### src/rtl/vector_bcd_converter.sv
// Sequential double-dabble converter: 10-bit unsigned value -> four BCD digits.
// Optional LEADING_ZERO_BLANK_EN writes leading zero digits as 4'hF (blank code).
module vector_bcd_converter #(
  parameter int AUTO_TRIGGER = 1,
  parameter int SHIFT_COUNT  = 10
) (
  input  logic       clk,
  input  logic       reset,
  input  logic [9:0] inputVec,
  input  logic       convReq,
  output logic       busy,
  output logic       done,
  output logic [3:0] digitThousands,
  output logic [3:0] digitHundreds,
  output logic [3:0] digitTens,
  output logic [3:0] digitUnits
);

  typedef enum logic [1:0] {IDLE, SHIFT, DONE} state_t;

  state_t      state_q, state_d;
  logic [25:0] sr_q, sr_d, adj;
  logic [3:0]  cnt_q, cnt_d;
  logic [9:0]  last_q, last_d;
  logic [15:0] dig_q, dig_d, disp;
  logic        done_q, done_d, busy_q, busy_d;
  logic        trig;

  assign trig = convReq || ((AUTO_TRIGGER != 0) && (inputVec != last_q));

  // Add-3 correction on every BCD nibble holding 5..9 before the shift.
  always_comb begin
    adj = sr_q;
    for (int i = 0; i < 4; i++) begin
      if (sr_q[10+4*i +: 4] >= 4'd5)
        adj[10+4*i +: 4] = sr_q[10+4*i +: 4] + 4'd3;
    end
  end

  always_comb begin
    disp = sr_q[25:10];
`ifdef LEADING_ZERO_BLANK_EN
    if (disp[15:12] == 4'd0) begin
      disp[15:12] = 4'hF;
      if (disp[11:8] == 4'd0) begin
        disp[11:8] = 4'hF;
        if (disp[7:4] == 4'd0) disp[7:4] = 4'hF;
      end
    end
`endif
  end

  always_comb begin
    state_d = state_q;
    sr_d    = sr_q;
    cnt_d   = cnt_q;
    last_d  = last_q;
    dig_d   = dig_q;
    done_d  = 1'b0;
    case (state_q)
      IDLE: if (trig) begin
        sr_d    = {16'b0, inputVec};
        last_d  = inputVec;
        cnt_d   = 4'd0;
        state_d = SHIFT;
      end
      SHIFT: begin
        sr_d  = adj << 1;
        cnt_d = cnt_q + 4'd1;
        if (cnt_q == 4'(SHIFT_COUNT - 1)) state_d = DONE;
      end
      DONE: begin
        dig_d   = disp;
        done_d  = 1'b1;
        state_d = IDLE;
      end
      default: state_d = IDLE;
    endcase
  end

  // busy is registered so it trails the state by one edge: high after
  // edges N+1..N+11 of a conversion triggered at edge N.
  assign busy_d = (state_q != IDLE);

  always_ff @(posedge clk or posedge reset) begin
    if (reset) begin
      state_q <= IDLE;
      sr_q    <= '0;
      cnt_q   <= '0;
      last_q  <= '0;
      dig_q   <= '0;
      done_q  <= 1'b0;
      busy_q  <= 1'b0;
    end else begin
      state_q <= state_d;
      sr_q    <= sr_d;
      cnt_q   <= cnt_d;
      last_q  <= last_d;
      dig_q   <= dig_d;
      done_q  <= done_d;
      busy_q  <= busy_d;
    end
  end

  assign busy           = busy_q;
  assign done           = done_q;
  assign digitThousands = dig_q[15:12];
  assign digitHundreds  = dig_q[11:8];
  assign digitTens      = dig_q[7:4];
  assign digitUnits     = dig_q[3:0];

endmodule
### config.mk
export PLATFORM = sky130hd
export DESIGN_NAME = vector_bcd_converter
export DESIGN_NICKNAME = d
export VERILOG_FILES = /design/src/rtl/vector_bcd_converter.sv
export SDC_FILE = /design/constraint.sdc
export NUM_CORES = 1
export LEC_CHECK = 0
export ABC_AREA = 1
export CAP_MARGIN = 20
export CORE_MARGIN = 2
export CORE_UTILIZATION = 29
export DETAILED_ROUTE_END_ITERATION = 12
export SYNTH_ARGS = -nofsm -noshare
export SYNTH_HDL_FRONTEND = slang
export SYNTH_SLANG_ARGS = --single-unit
### constraint.sdc
create_clock -name clk -period 1.8 [get_ports clk]
set_input_delay 0.36 -clock clk [delete_from_list [all_inputs] [get_ports clk]]
set_output_delay 0.36 -clock clk [all_outputs]
set_load 0.005 [all_outputs]
==> reports/qor.yml <==
outcome:
  status: "finished, final reports clean"
synth:
  async_reset_ff_frac: 1.00
  synthTopCellsByArea: "dfrtp_1 (51%), nand2_1 (15%), o21ai_0 (8.8%), nand3_1 (6.1%), inv_1 (6.1%)"
  synth_common_cells: "nand2_1 (115), dfrtp_1 (60), o21ai_0 (52)"
  synth.most_common_cell: "nand2_1"
  netlist_area_mm2: 0.00297
  yosysTopAreaCell: "dfrtp_1"
  yosysWarnings: 0
  ys_ff_latch: 60
  postSynthCellCount: 374
  avgSynthCellArea_um2: 7.95
  yosysTopAreaCellShare: 0.505
  synth_fp_nets: 397
  synth_enable_flop_cells: 0
  ys_seq_area_frac: 0.505
  synth_ff_type: "dfrtp_1"
  synth_cell_types: 22
detailed_routing:
  drt_wl_total_um: 5970
  vias: 2480
  avgRoutedWirePerCell_um: 10.8
  first_pass_iters: 4
  drt_iter0_markers: 136
  drc: 0
  routed_via_density: 4.48
  antenna_left: 0
timing:
  rsz0062_at_grt: "no"
  setup_ws_ps: 179
  fin_crit_ps: 1620
  period_share: 0.900
  final_hold_viol_count: 0
  timing.hold.ws_ps: 333
  fmax_ghz: 0.617
  drv_slew: 0
  relSlewSlack: 0.517
  worst_pin_slew_ps: 724
  fin_skew_ps: 8.77
  finalSetupViolations: 0
worst_setup_path:
  ff2ff_path_depth: 8
  cp-startpoint: "inputVec[9]"
  cp_max_fo: 28
  end_kind: "flip-flop"
  required_ps: 2070
  arrival_ps: 1900
  reg2reg_from: "sr_q[10]$_DFFE_PP0P_"
  cp-start-kind: "input port"
  critPathKind: "in -> reg"
clocking:
  clk_pin_slew_ps: 80
  ctsResizeCount: 0
  cts_tree: "done"
  numClockSinks: 60
  cts_buffer_depth: 2
  hold_buffers: 0
  cts_made_buffers: 9
  cts_max_level: 3
  insertion_delay_ps: 340
  cts_setup_buffers: 0
  cts_root_buffer: "clkbuf_8"
finish:
  fin_nets: 439
  layoutNonFillerInstCount: 554
  syn2layout_area_growth_pct: 25.4
  drive_gt1_frac: 0.0950
  antenna_cells: 0
  regArea_mm2: 0.00150
  nFillCells: 1018
  multiInputGateArea_mm2: 0.00120
global_routing:
  grt_max_degree: 44
  grt_pass1_vias: 2318
  grt.overflow.total: 0
  grt_pass1_wl_um: 10700
  track_usage: 0.119
  antenna_found_initial: 0
job:
  drv_cap: 0
floorplan:
  dieArea_mm2: 0.0111
  start_util: 0.301
  dieHeight_um: 105
  fp.dieW_um: 105
  fp-row-count: 36
  ios: 31
  core_mm2: 0.00986
power:
  p_per_area_mw_per_mm2: 1710
  total_power_w: 0.00637
  leakage_nw: 1.89
  ir_drop_mv: 0.644
placed_design:
  dp_slack_ps: -167
  io_buffers: 30
  dp_hpwl_um: 3990
  place_congestion: 0.761
  place_inst: 538
hold_path:
  hp-class: "in -> async"
==> logic make-up after synthesis <==
| group | after synthesis | synth area share |
|---|---|---|
| AND/OR/NAND/NOR | 168 | 0.237 |
| AO/OA/AOI/OAI | 69 | 0.119 |
| buffers and inverters | 65 | 0.0918 |
| flip-flops | 60 | 0.505 |
| adder cells (fa/ha/maj) | 10 | 0.0421 |
| XOR/XNOR | 2 | 0.00589 |
==> power by group <==
part | switching, W | internal [W]
Clock | 0.000578 | 0.000645
Combinational | 0.00152 | 0.00121
Sequential | 0.000437 | 0.00198
==> cell type report <==
cell class | count | share of cell area
flip-flops and latches | 60 | 0.403
multi-input cells | 249 | 0.321
repair buffers | 46 | 0.126
inverters | 50 | 0.0513
well taps | 133 | 0.0446
clock buffers | 9 | 0.0332
clock inverters | 7 | 0.0205
==> flip-flops by register name, indices dropped and copies added (netlist names) <==
name and cells:
last_q 10, done 1, dig_q 16, state_q 2, busy 1, sr_q 26, cnt_q 4
==> cell usage in the layout (no fill, tap or decap), types with 2 or more instances in the layout <==
cell | synthesis | routed
a21oi_1 | 14 | 14
buf_12 | 0 | 4
buf_4 | 5 | 12
clkbuf_8 | 0 | 9
clkdlybuf4s50_1 | 0 | 30
clkinv_4 | 0 | 2
clkinvlp_4 | 0 | 3
dfrtp_1 | 60 | 60
ha_1 | 10 | 10
inv_1 | 48 | 47
inv_2 | 2 | 2
nand2_1 | 115 | 115
nand2_4 | 2 | 2
nand3_1 | 36 | 36
nor2_1 | 11 | 11
o211ai_1 | 2 | 2
o21ai_0 | 52 | 52
xor2_1 | 2 | 2
==> through the flow <==
| stage | TNS (ps) | util | area (um^2) |
|---|---|---|---|
| 3_3_place_gp | -5020 | 0.358 | 3530 |
| 2_1_floorplan | 0 | - | 2980 |
| 6_report | 0 | 0.378 | 3730 |
| 3_5_place_dp | -5820 | 0.358 | 3530 |
| 4_1_cts | 0 | 0.378 | 3730 |
| 5_1_grt | 0 | 0.378 | 3730 |
==> path summary, 6_finish.rpt <==
check	slack, ps	end
min in group clk	480	dig_q[5]$_DFFE_PP0P_
hold reg to reg	480	dig_q[5]$_DFFE_PP0P_
hold / removal	330	dig_q[8]$_DFFE_PP0P_
max in group asynchronous	1000	cnt_q[2]$_DFFE_PP0P_
setup reg to reg	240	sr_q[12]$_DFFE_PP0P_
setup / recovery	180	sr_q[8]$_DFFE_PP0P_
==> routing by layer <==
layer  GRT usage  vias up  share of wire
met2       0.185       56           0.45
li1            -     1275              -
met4      0.0305        0          0.012
met5           0        -              0
met3      0.0433        7          0.051
met1       0.157     1142           0.48
==> critical path: stages <==
cell and delay, ps:
clkdlybuf4s50_1 450, inv_1 70, a21oi_1 140, nand2_1 60, nor2_1 200, nand3_2 140, nand2_4 120, buf_12 170
nand3_1 80, nand2_1 90
Power figures use the tool's default switching activity.
